--- src/rtl/alu_ctrl_seq.sv ---
// ALU control decoder with a multiply/divide sequencer: decodes aluop/funct into
// an ALU code and runs a fixed-latency busy window for MDU operations.
module alu_ctrl_seq #(
    parameter int unsigned CTRL_W  = 4,
    parameter int unsigned MUL_LAT = 4,
    parameter int unsigned DIV_LAT = 32
) (
    input  logic              clk,
    input  logic              reset,
    input  logic              in_valid,
    input  logic [2:0]        aluop,
    input  logic [5:0]        funct,
    input  logic              flush,
    output logic              stall,
    output logic              out_valid,
    output logic [CTRL_W-1:0] alucontrol,
    output logic              illegal,
    output logic              mdu_start,
    output logic [1:0]        mdu_op,
    output logic              busy,
    output logic              hilo_we
);

    localparam int unsigned MAX_LAT = (MUL_LAT > DIV_LAT) ? MUL_LAT : DIV_LAT;
    localparam int unsigned CNT_W   = $clog2(MAX_LAT + 1);

    localparam logic [CNT_W-1:0] MUL_CNT = CNT_W'(MUL_LAT);
    localparam logic [CNT_W-1:0] DIV_CNT = CNT_W'(DIV_LAT);
    localparam logic [CNT_W-1:0] CNT_ONE = CNT_W'(1);

    localparam logic [3:0] OP_ADD  = 4'd0;
    localparam logic [3:0] OP_SUB  = 4'd1;
    localparam logic [3:0] OP_AND  = 4'd2;
    localparam logic [3:0] OP_OR   = 4'd3;
    localparam logic [3:0] OP_SLT  = 4'd4;
    localparam logic [3:0] OP_SLL  = 4'd5;
    localparam logic [3:0] OP_XOR  = 4'd6;
    localparam logic [3:0] OP_NOR  = 4'd7;
    localparam logic [3:0] OP_SLTU = 4'd8;
    localparam logic [3:0] OP_SRL  = 4'd9;
    localparam logic [3:0] OP_SRA  = 4'd10;

    typedef enum logic {
        S_IDLE = 1'b0,
        S_BUSY = 1'b1
    } state_e;

    state_e            state_q, state_d;
    logic [CNT_W-1:0]  cnt_q, cnt_d;
    logic              out_valid_q, out_valid_d;
    logic [CTRL_W-1:0] alucontrol_q, alucontrol_d;
    logic              illegal_q, illegal_d;
    logic              mdu_start_q, mdu_start_d;
    logic [1:0]        mdu_op_q, mdu_op_d;

    logic [3:0] dec_ctrl;
    logic       dec_ill;
    logic       dec_mdu;
    logic       dec_hilo_dep;
    logic       accept;

    // Instruction decode; dec_hilo_dep marks requests that must wait for HI/LO.
    always_comb begin
        dec_ctrl     = OP_ADD;
        dec_ill      = 1'b0;
        dec_mdu      = 1'b0;
        dec_hilo_dep = 1'b0;
        unique case (aluop)
            3'b000: dec_ctrl = OP_ADD;
            3'b001: dec_ctrl = OP_SUB;
            3'b011: dec_ctrl = OP_OR;
            3'b100: dec_ctrl = OP_AND;
            3'b101: dec_ctrl = OP_SLT;
            3'b110: dec_ctrl = OP_XOR;
            3'b111: dec_ctrl = OP_SLTU;
            default: begin
                unique case (funct)
                    6'b100000, 6'b100001: dec_ctrl = OP_ADD;
                    6'b100010, 6'b100011: dec_ctrl = OP_SUB;
                    6'b100100: dec_ctrl = OP_AND;
                    6'b100101: dec_ctrl = OP_OR;
                    6'b100110: dec_ctrl = OP_XOR;
                    6'b100111: dec_ctrl = OP_NOR;
                    6'b101010: dec_ctrl = OP_SLT;
                    6'b101011: dec_ctrl = OP_SLTU;
                    6'b000000: dec_ctrl = OP_SLL;
                    6'b000010: dec_ctrl = OP_SRL;
                    6'b000011: dec_ctrl = OP_SRA;
                    6'b011000, 6'b011001, 6'b011010, 6'b011011: begin
                        dec_mdu      = 1'b1;
                        dec_hilo_dep = 1'b1;
                    end
                    6'b010000, 6'b010010: dec_hilo_dep = 1'b1;
                    default: dec_ill = 1'b1;
                endcase
            end
        endcase
    end

    assign busy    = (state_q == S_BUSY);
    assign stall   = reset & in_valid & busy & dec_hilo_dep;
    assign accept  = in_valid & ~stall & ~flush;
    assign hilo_we = busy & (cnt_q == CNT_ONE) & ~flush;

    // Next-state and registered-output logic.
    always_comb begin
        state_d      = state_q;
        cnt_d        = cnt_q;
        out_valid_d  = accept;
        alucontrol_d = alucontrol_q;
        illegal_d    = illegal_q;
        mdu_start_d  = 1'b0;
        mdu_op_d     = mdu_op_q;

        if (accept) begin
            alucontrol_d = CTRL_W'(dec_ctrl);
            illegal_d    = dec_ill;
            mdu_op_d     = dec_mdu ? funct[1:0] : 2'b00;
        end

        if (flush) begin
            state_d = S_IDLE;
            cnt_d   = '0;
        end else begin
            unique case (state_q)
                S_IDLE: begin
                    if (accept && dec_mdu) begin
                        state_d     = S_BUSY;
                        cnt_d       = funct[1] ? DIV_CNT : MUL_CNT;
                        mdu_start_d = 1'b1;
                    end
                end
                S_BUSY: begin
                    if (cnt_q <= CNT_ONE) begin
                        state_d = S_IDLE;
                        cnt_d   = '0;
                    end else begin
                        cnt_d = cnt_q - CNT_ONE;
                    end
                end
                default: begin
                    state_d = S_IDLE;
                    cnt_d   = '0;
                end
            endcase
        end
    end

    always_ff @(posedge clk or negedge reset) begin
        if (!reset) begin
            state_q      <= S_IDLE;
            cnt_q        <= '0;
            out_valid_q  <= 1'b0;
            alucontrol_q <= '0;
            illegal_q    <= 1'b0;
            mdu_start_q  <= 1'b0;
            mdu_op_q     <= 2'b00;
        end else begin
            state_q      <= state_d;
            cnt_q        <= cnt_d;
            out_valid_q  <= out_valid_d;
            alucontrol_q <= alucontrol_d;
            illegal_q    <= illegal_d;
            mdu_start_q  <= mdu_start_d;
            mdu_op_q     <= mdu_op_d;
        end
    end

    assign out_valid  = out_valid_q;
    assign alucontrol = alucontrol_q;
    assign illegal    = illegal_q;
    assign mdu_start  = mdu_start_q;
    assign mdu_op     = mdu_op_q;

endmodule

--- config.mk ---
export PLATFORM = sky130hd
export DESIGN_NAME = alu_ctrl_seq
export DESIGN_NICKNAME = d
export VERILOG_FILES = /design/src/rtl/alu_ctrl_seq.sv
export SDC_FILE = /design/constraint.sdc
export NUM_CORES = 1
export LEC_CHECK = 0
export CORE_MARGIN = 2
export CORE_UTILIZATION = 31
export DETAILED_ROUTE_END_ITERATION = 8
export PLACE_DENSITY = 0.55
export SLEW_MARGIN = 25
export SYNTH_ARGS = -nofsm -noshare
export SYNTH_HDL_FRONTEND = slang
export SYNTH_SLANG_ARGS = --single-unit
export TNS_END_PERCENT = 50
--- constraint.sdc ---
create_clock -name clk -period 2.5 [get_ports clk]
set_clock_uncertainty 0.2 [all_clocks]
set_input_delay 0.375 -clock clk [delete_from_list [all_inputs] [get_ports clk]]
set_output_delay 0.375 -clock clk [all_outputs]
set_load 0.02 [all_outputs]
==> run metrics, run 1 <==
outcome=finished, final reports clean; Total Power=621 uW; share of cells above drive strength 1=0.199; area grow syn2layout=37.4%; Placement Setup Slack=-0.166 ns; IO Count=25; sequential fraction of the synthesis area=0.364; PD cells=411 nW/um2; Initial Utilization=0.327; CTS sink cnt=16; row count=21; Synth cell types=50; wire length per cell=14.8 um; Leakage=0.000673 uW; clk_lat worst skew=0.28 ns; post-synthesis register bit count=16; Tightest Hold Check Type=in -> async; Syn Nets=125; commonest non-fill, non-tap cell in the layout=clkdlybuf4s50_1; FMAX=420 MHz; antenna-violating nets left=0; Crit Path Class=in -> out; CTS tree=done; reg2reg path depth=4; Syn Area/Cell=10.0 um2; Syn. warnings=0; dpl hpwl=2170 um; slew margin rel.=0.748; Worst Setup End Kind=output pin; FILL cells=350; unrepaired setup endpoints after global routing=false; CTS root buffer=clkbuf_4; antenna violations before repair=0; Post-synth EDFFs=0; gpl congestion=0.840; hold buffers post-CTS=0; CTS Buf Count=3; H-tree levels=1; Worst setup SP type=primary input; Final Non-Filler Cells=192; final wirelength=2830 um; post-synthesis cell count=110; Antenna Cells=0; Post-Syn Area=1100 um2; clock slew at reported path FFs=0.10 ns; Vias/cell=5.18; r2r setup slk=0.57 ns; CTS max path bufs=2; Worst EP required=1.92 ns; total congestion overflow=0; commonest non-fill, non-tap cells in the layout=clkdlybuf4s50_1 (22), dfrtp_1 (16), buf_4 (14); WP data arrival=1.81 ns; Max Slew Vio Count=0; IR drop worst, VDD=160 uV; fin util=0.449; nets=162; vias=995; Iteration-0 DRC Markers=72; placed cells=188; Post-route DRC=0; die width=63.6 um; chip height=63.6 um; final setup margin=0.118 ns; crit path time final=2.38 ns; largest net degree at the start of global routing=17; top_reg_cell synth=dfrtp_1; IO Port Bufs=24; DR pass1 iterations=4; setup violators final=0; core box area=3360 um2; number of global-route vias before repair=936; first-pass GRT wire length=4830 um; CP Max Fanout=2; max cap viols=0; Final Hold Fails=0; FFs w/ async S/R, synth=1.00; post-CTS setup repair buffer count=0; period utilization=0.953; Global Route Usage Sum=0.151; die footprint=4040 um2; Slew @ Worst Pin=0.378 ns
## cells in the mapped netlist (all sizes together) (2+ instances only)
master,count,area (um2)
o31ai,2,28.8
dfrtp,16,400
ha,2,25.0
xor2,2,17.5
nor3,5,25.0
and4bb,2,25.0
o21ai,5,25.0
o41ai,3,41.3
a22o,2,17.5
nand3b,4,30.0
buf,5,31.3
nor2b,2,12.5
or4,2,15.0
a21oi,4,20.0
and3,3,18.8
nand2b,2,12.5
nand2,5,18.8
nor2,8,30.0
inv,6,22.5
mux2,4,52.6
## registers in the layout, summed over array words and instances (netlist names)
signal,cells
out_valid,1
busy,1
alucontrol,4
illegal,1
mdu_start,1
mdu_op,2
cnt_q,6
## worst paths after layout
path | startpoint | to
max in group asynchronous | reset | cnt_q[3]$_DFFE_PN0P_
worst max register to register | cnt_q[2]$_DFFE_PN0P_ | cnt_q[5]$_DFFE_PN0P_
worst min register to register | illegal$_DFFE_PN0P_ | illegal$_DFFE_PN0P_
worst max-delay path | aluop[2] | stall
worst min-delay path | reset | cnt_q[0]$_DFFE_PN0P_
min in group clk | illegal$_DFFE_PN0P_ | illegal$_DFFE_PN0P_
## cells by family after synthesis
group	after synthesis	share of synthesized area
XOR/XNOR	3	0.0239
AO/OA/AOI/OAI	29	0.237
buffers and inverters	12	0.0523
adder cells (fa/ha/maj)	2	0.0227
flip-flops	16	0.364
multiplexers	4	0.0478
AND/OR/NAND/NOR	44	0.253
## cell type report
class,count,area (um2),area share
flip-flops and latches,16,400,0.265
well taps,46,57.6,0.0381
repair buffers,38,347,0.229
inverters,6,22.5,0.0149
multi-input cells,82,648,0.429
clock buffers,4,36.3,0.0240
## where the power goes
part	leakage, uW	switching (uW)	internal (uW)
Combinational	0.000435	78.2	88.9
Clock	0.0000210	83.1	88.6
Sequential	0.000217	9.75	272
## metrics by stage
step / TNS (ns) / hold slack [ns] / instance area [um2]
detailed placement: -0.166 / 0.286 / 1470
floorplan: 0 / -0.121 / 1100
global route: 0 / 0.280 / 1510
global placement: -0.0905 / 0.280 / 1470
CTS: 0 / 0.285 / 1500
finish: 0 / 0.286 / 1510
## metal layers
layer | vias up | GRT usage | wire length, um
met5 | - | 0 | 0
met4 | 0 | 0.0489 | 19
met3 | 2 | 0.0304 | 103
met2 | 18 | 0.237 | 1370
met1 | 480 | 0.208 | 1340
li1 | 495 | - | -
## critical path, stage by stage
cell and delay, ns:
clkdlybuf4s50_1 0.44, nand4bb_1 0.24, nor3_1 0.23, and3_1 0.20, dlygate4sd2_1 0.33
## repair_timing
action	4_1_cts	5_1_grt
hold endpoints to repair	0	0
gates resized for setup	1	2
setup endpoints to repair	1	1
No activity file was read; power rests on OpenSTA's default activity.
==> run 2, diff against run 1 <==
--- a/config.mk
+++ b/config.mk
@@ -5,8 +5,10 @@
 export SDC_FILE = /design/constraint.sdc
 export NUM_CORES = 1
 export LEC_CHECK = 0
+export ABC_AREA = 1
 export CORE_MARGIN = 2
 export CORE_UTILIZATION = 31
+export CTS_CLUSTER_SIZE = 10
 export DETAILED_ROUTE_END_ITERATION = 8
 export PLACE_DENSITY = 0.55
 export SLEW_MARGIN = 25
==> run 2 against run 1 <==
Compared with the run above: clock-buffer cell count unchanged; setup slack improved by 0.0053 ns; final cell count increased by 27%; critical path depth unchanged; core utilization decreased by 0.97 points; first-iteration DRC count decreased by 44%; clock power decreased by 4%; sequential power about the same; critical endpoint is now hilo_we.
==> run metrics, run 2 <==
outcome=finished, final reports clean; most instantiated library cell after synthesis=nand2_1; area leader, netlist=dfrtp_1; largest net degree at the start of global routing=17 (unchanged); Leakage=0.000761 uW (+13%); final wirelength=2570 um (-9.2%); post-synthesis cell count=164 (+49%); top cells by count, synth=nand2_1 (49), nand3_1 (24), nor2_1 (20), dfrtp_1 (16), inv_1 (15); Global Route Usage Sum=0.140 (-0.0115); max reg flops=6 (unchanged); reg-to-reg startpoint=cnt_q[0]$_DFFE_PN0P_; post-CTS setup repair buffer count=0 (unchanged); DR pass1 iterations=4 (unchanged); dpl hpwl=2070 um (-4.5%); unrepaired setup endpoints after global routing=false; r2r setup slk=0.84 ns (+0.27 ns); Iteration-0 DRC Markers=40 (-44%); CTS Buf Count=3 (unchanged); share of cells above drive strength 1=0.167 (-0.0320); synth top area cells=dfrtp_1 (36%), nand2_1 (17%), nand3_1 (11%); slew margin rel.=0.657 (-0.0908); FFs w/ async S/R, synth=1.00 (unchanged); CTS root buffer=clkbuf_4; reg2reg path depth=9 (+5); Reg with most FFs=cnt_q; IR drop worst, VDD=212 uV (+33%); final setup margin=0.123 ns (+0.00532 ns); placed cells=240 (+28%); antenna-violating nets left=0 (unchanged); Post-route DRC=0 (unchanged); Synth cell types=20 (-60%); Syn Area/Cell=6.70 um2 (-33%); WP data arrival=1.80 ns (about the same); core box area=3360 um2 (unchanged); Final Hold Fails=0 (unchanged); max cap viols=0 (unchanged); PD cells=396 nW/um2 (-3.6%); chip height=63.5 um (about the same); setup violators final=0 (unchanged); clock slew at reported path FFs=0.09 ns (about the same); Syn. warnings=0 (unchanged); Syn Nets=179 (+43%); Initial Utilization=0.327 (-0.000372); IO Count=25 (unchanged); CTS sink cnt=16 (unchanged); die width=63.5 um (about the same); vias=1121 (+13%); crit path time final=2.38 ns (-0.00532 ns); nets=214 (+32%); area grow syn2layout=34.6%; Post-Syn Area=1100 um2 (-0.11%); IO Port Bufs=24 (unchanged); CTS tree=done; row count=21 (unchanged); CTS max path bufs=2 (unchanged); post-synthesis register bit count=16 (unchanged); total congestion overflow=0 (unchanged); Crit Path Class=reg -> out; Vias/cell=4.59 (-11%); commonest non-fill, non-tap cell in the layout=nand2_1; wire length per cell=10.5 um (-29%); sequential fraction of the synthesis area=0.364 (+0.000415); CP Max Fanout=3 (+1); Post-synth EDFFs=0 (unchanged); Placement Setup Slack=0.0693 ns (+0.236 ns); H-tree levels=1 (unchanged); top_reg_cell synth=dfrtp_1; Antenna Cells=0 (unchanged); Max Slew Vio Count=0 (unchanged); number of global-route vias before repair=1026 (+9.6%); Slew @ Worst Pin=0.512 ns (+0.134 ns); antenna violations before repair=0 (unchanged); period utilization=0.951 (-0.00213); Synth top area share=0.364 (+0.000415); gpl congestion=0.897 (+6.8%); Worst EP required=1.92 ns (about the same); first-pass GRT wire length=4480 um (-7.3%); commonest non-fill, non-tap cells in the layout=nand2_1 (49), nand3_1 (24), clkdlybuf4s50_1 (23); hold buffers post-CTS=0 (unchanged); die footprint=4040 um2 (-0.11%); final setup TNS=0 ns (unchanged); RR Endpoint=cnt_q[4]$_DFFE_PN0P_; Final Non-Filler Cells=244 (+27%); Tightest Hold Check Type=in -> async; clk_lat worst skew=0.28 ns (about the same); Worst setup SP type=register; Worst Setup End Kind=output pin; FMAX=421 MHz (+0.22%)
-- run 2: cell types whose count changed after synthesis, moves of 5 or more --
| cell | delta |
|---|---|
| inv_1 | +9 |
| inv_2 | +6 |
| nand2_1 | +44 |
| nand2_2 | +5 |
| nand3_1 | +23 |
| nor2_1 | +12 |
| o21ai_1 | +6 |
-- run 2: where the power goes --
part / switching (uW) / internal (uW) / total, uW
Sequential: 8.40 / 271 / 279
Combinational: 78.4 / 63.3 / 142
Clock: 76.0 / 88.7 / 165
Total: 163 / 423 / 585
-- run 2: cell type report --
type | count | area [um2]
inverter | 21 | 78.8
multi-input combinational | 125 | 603
clock buffer | 4 | 36.3
fill | 370 | 1880
sequential | 16 | 400
tap | 46 | 57.6
timing repair buffer | 32 | 303
-- run 2: cell families after synthesis --
| kind of cell | share of synthesized area |
|---|---|
| compound gates | 0.0695 |
| xor+xnor | 0.0159 |
| fa+ha+maj | 0.0228 |
| buf+inv | 0.0866 |
| flops | 0.364 |
| simple gates | 0.441 |
-- run 2: worst max path at each step --
| stage | startpoint | end | cells after the start |
|---|---|---|---|
| floorplan | cnt_q[1]$_DFFE_PN0P_ | hilo_we | 4 |
| global placement | aluop[0] | stall | 7 |
| detailed placement | funct[5] | stall | 7 |
| CTS | aluop[0] | stall | 7 |
| global route | cnt_q[1]$_DFFE_PN0P_ | hilo_we | 5 |
| finish | cnt_q[1]$_DFFE_PN0P_ | hilo_we | 5 |
-- run 2: per-stage QoR --
| step | hold slack, ns | area, um2 | total power [uW] | utilization |
|---|---|---|---|---|
| 4_1_cts | 0.290 | 1480 | 593 | 0.439 |
| 5_1_grt | 0.309 | 1480 | 623 | 0.440 |
| 2_1_floorplan | -0.121 | 1100 | 355 | - |
| 6_report | 0.283 | 1480 | 585 | 0.440 |
| 3_3_place_gp | 0.267 | 1440 | 426 | 0.428 |
| 3_5_place_dp | 0.275 | 1440 | 427 | 0.428 |
-- run 2: repair_timing --
action | CTS | global route
hold endpoints to repair | 0 | 0
setup endpoints to repair | 0 | 1
resized for setup | 0 | 1
-- run 2: routing by layer --
layer | track usage | part of all wire
met2 | 0.207 | 0.43
met4 | 0.0652 | 0.015
met1 | 0.199 | 0.51
met5 | 0 | 0
met3 | 0.0214 | 0.049
-- run 2: worst max-delay path, stage by stage (launching register included) --
cell and delay (ns):
dfrtp_1 0.40, inv_1 0.08, ha_1 0.18, nand3_1 0.08, nor3_1 0.14, clkdlybuf4s50_1 0.63
==> run 3, diff against run 2 <==
--- a/config.mk
+++ b/config.mk
@@ -6,11 +6,13 @@
 export NUM_CORES = 1
 export LEC_CHECK = 0
 export ABC_AREA = 1
+export CORE_ASPECT_RATIO = 1.25
 export CORE_MARGIN = 2
 export CORE_UTILIZATION = 31
 export CTS_CLUSTER_SIZE = 10
 export DETAILED_ROUTE_END_ITERATION = 8
 export PLACE_DENSITY = 0.55
+export REMOVE_ABC_BUFFERS = 1
 export SLEW_MARGIN = 25
 export SYNTH_ARGS = -nofsm -noshare
 export SYNTH_HDL_FRONTEND = slang
==> run 3 against run 2 <==
Compared with the run above: sequential power hardly changed; wire length is 5.6% higher; critical path type unchanged; clock power is 36% higher; setup slack better by 0.064 ns; die area hardly changed; core utilization is 0.86 points lower; power is 11% higher.
==> run metrics, run 3 (synthesized netlist as in run 2, its figures left out) <==
antenna violations before repair=0 (unchanged); total congestion overflow=0 (unchanged); Iteration-0 DRC Markers=51 (+28%); Total Power=647 uW (+11%); final setup TNS=0 ns (unchanged); share of cells above drive strength 1=0.167 (unchanged); max cap viols=0 (unchanged); Flop pwr share=0.431 (-0.046); commonest non-fill, non-tap cell in the layout=nand2_1; chip height=70.6 um (+11%); Tightest Hold Check Type=reg -> reg; CP Max Fanout=3 (unchanged); CTS sink cnt=16 (unchanged); Hold EP=alucontrol[0]$_DFFE_PN0P_; core box area=3450 um2 (+2.7%); CTS Buf Count=3 (unchanged); Worst EP required=1.92 ns (about the same); period utilization=0.925 (-0.0258); crit-path cells=inv_1 -> ha_1 -> nand3_1 -> nor3_1 -> clkdlybuf4s50_1; gpl congestion=0.858 (-4.4%); post-CTS setup repair buffer count=0 (unchanged); largest stage delay on the critical path=0.63 ns (about the same); die footprint=4040 um2 (about the same); Worst setup SP type=register; FMAX=432 MHz (+2.8%); IO Count=25 (unchanged); share of power burned in the clock network=0.347 (+0.066); dpl hpwl=2160 um (+4.1%); WP data arrival=1.74 ns (-0.06 ns); Final Hold Fails=0 (unchanged); Worst Setup SP=cnt_q[1]$_DFFE_PN0P_; antenna-violating nets left=0 (unchanged); CTS root buffer=clkbuf_8; FILL cells=350 (-5.4%); slew margin rel.=0.654 (-0.00337); crit path time final=2.31 ns (-0.0645 ns); area grow syn2layout=35.5%; reg2reg path depth=8 (-1); setup violators final=0 (unchanged); Hold Path Stages=2; unrepaired setup endpoints after global routing=false; IO Port Bufs=24 (unchanged); vias=1166 (+4.0%); Hold Path Origin=alucontrol[0]$_DFFE_PN0P_; Vias/cell=4.92 (+7.1%); first-pass GRT wire length=4660 um (+4.0%); Crit-path slowest cell=clkdlybuf4s50_1; nets=214 (unchanged); sw power=174 uW (+6.6%); die width=57.2 um (-9.9%); max reg flops=6 (unchanged); Reg with most FFs=cnt_q; Leakage=0.000769 uW (+1.0%); DR pass1 iterations=5 (+1); commonest non-fill, non-tap cells in the layout=nand2_1 (49), nand3_1 (24), clkdlybuf4s50_1 (23); largest net degree at the start of global routing=17 (unchanged); Sw Ratio=0.268 (-0.00994); Worst Setup End Kind=output pin; IR drop worst, VDD=359 uV (+69%); clk_lat worst skew=0.24 ns (-0.04 ns); outcome=finished, final reports clean; Slew @ Worst Pin=0.517 ns (+0.00503 ns); reg-to-reg startpoint=busy$_DFF_PN0_; r2r setup slk=0.82 ns (-0.02 ns); final wirelength=2720 um (+5.6%); Crit Path Class=reg -> out; CTS tree=done; Logic pwr share=0.222 (-0.020); Max Slew Vio Count=0 (unchanged); number of global-route vias before repair=1133 (+10%); RR Endpoint=cnt_q[2]$_DFFE_PN0P_; PD cells=435 nW/um2 (+9.8%); Initial Utilization=0.318 (-0.00852); row count=24 (+14%); Global Route Usage Sum=0.141 (+0.000918); Internal=474 uW (+12%); wire length per cell=11.5 um (+8.7%); H-tree levels=1 (unchanged); Post-route DRC=0 (unchanged); Antenna Cells=0 (unchanged); clock slew at reported path FFs=0.07 ns (-0.02 ns); CTS max path bufs=2 (unchanged)
run 3: cell counts in the layout (fill, tap and decap cells not counted):
No cell type changed its count.
run 3: timing repair:
action / CTS / global route
endpoints found under the hold margin: 0 / 0
hold buffers: 0 / 0
gates resized for setup: 0 / 1
endpoints found under the setup margin: 0 / 1
run 3: power by group through the flow:
stage	logic (uW)	registers, uW	clock network (uW)
6_report	144	279	224
4_1_cts	145	279	233
3_3_place_gp	142	284	0
5_1_grt	159	281	245
2_1_floorplan	57.7	295	0
3_5_place_dp	144	284	0
run 3: area by class of cell:
cell class | count | area, um2 | share of cell area
Multi-Input combinational cell | 125 | 603 | 0.405
Sequential cell | 16 | 400 | 0.269
Timing Repair Buffer | 32 | 303 | 0.203
Inverter | 21 | 78.8 | 0.0529
Clock buffer | 4 | 55.1 | 0.0370
Tap cell | 39 | 48.8 | 0.0328
run 3: how the worst max path moves through the flow:
stage,slack [ns],endpoint,cells after the start
floorplan,0.80,hilo_we,4
global placement,0.10,stall,7
detailed placement,0.07,stall,7
CTS,0.06,stall,7
global route,0.06,hilo_we,4
finish,0.19,hilo_we,5
run 3: routing by layer:
| layer | vias to the layer above | track usage | wire [um] |
|---|---|---|---|
| li1 | 581 | - | - |
| met1 | 537 | 0.171 | 1120 |
| met2 | 44 | 0.250 | 1390 |
| met3 | 4 | 0.0293 | 175 |
| met4 | 0 | 0.0362 | 25 |
| met5 | - | 0 | 0 |
run 3: critical path: cells and delay by family, from the launching register on:
kind,cells,cell delay [ns]
DFF,1,0.39
adders and majority gates,1,0.16
and+or+nand+nor,2,0.22
buffers and inverters,2,0.71
run 3: through the flow:
step	hold WS, ns	cells	worst slack (ns)	area [um2]	util
after floorplan	-0.121	162	0.803	1080	-
after global placement	0.268	233	0.103	1430	0.414
after detailed placement	0.274	233	0.0701	1430	0.414
after CTS	0.288	237	0.0619	1490	0.430
after global routing	0.316	237	0.0570	1490	0.431
final	0.281	237	0.188	1490	0.431
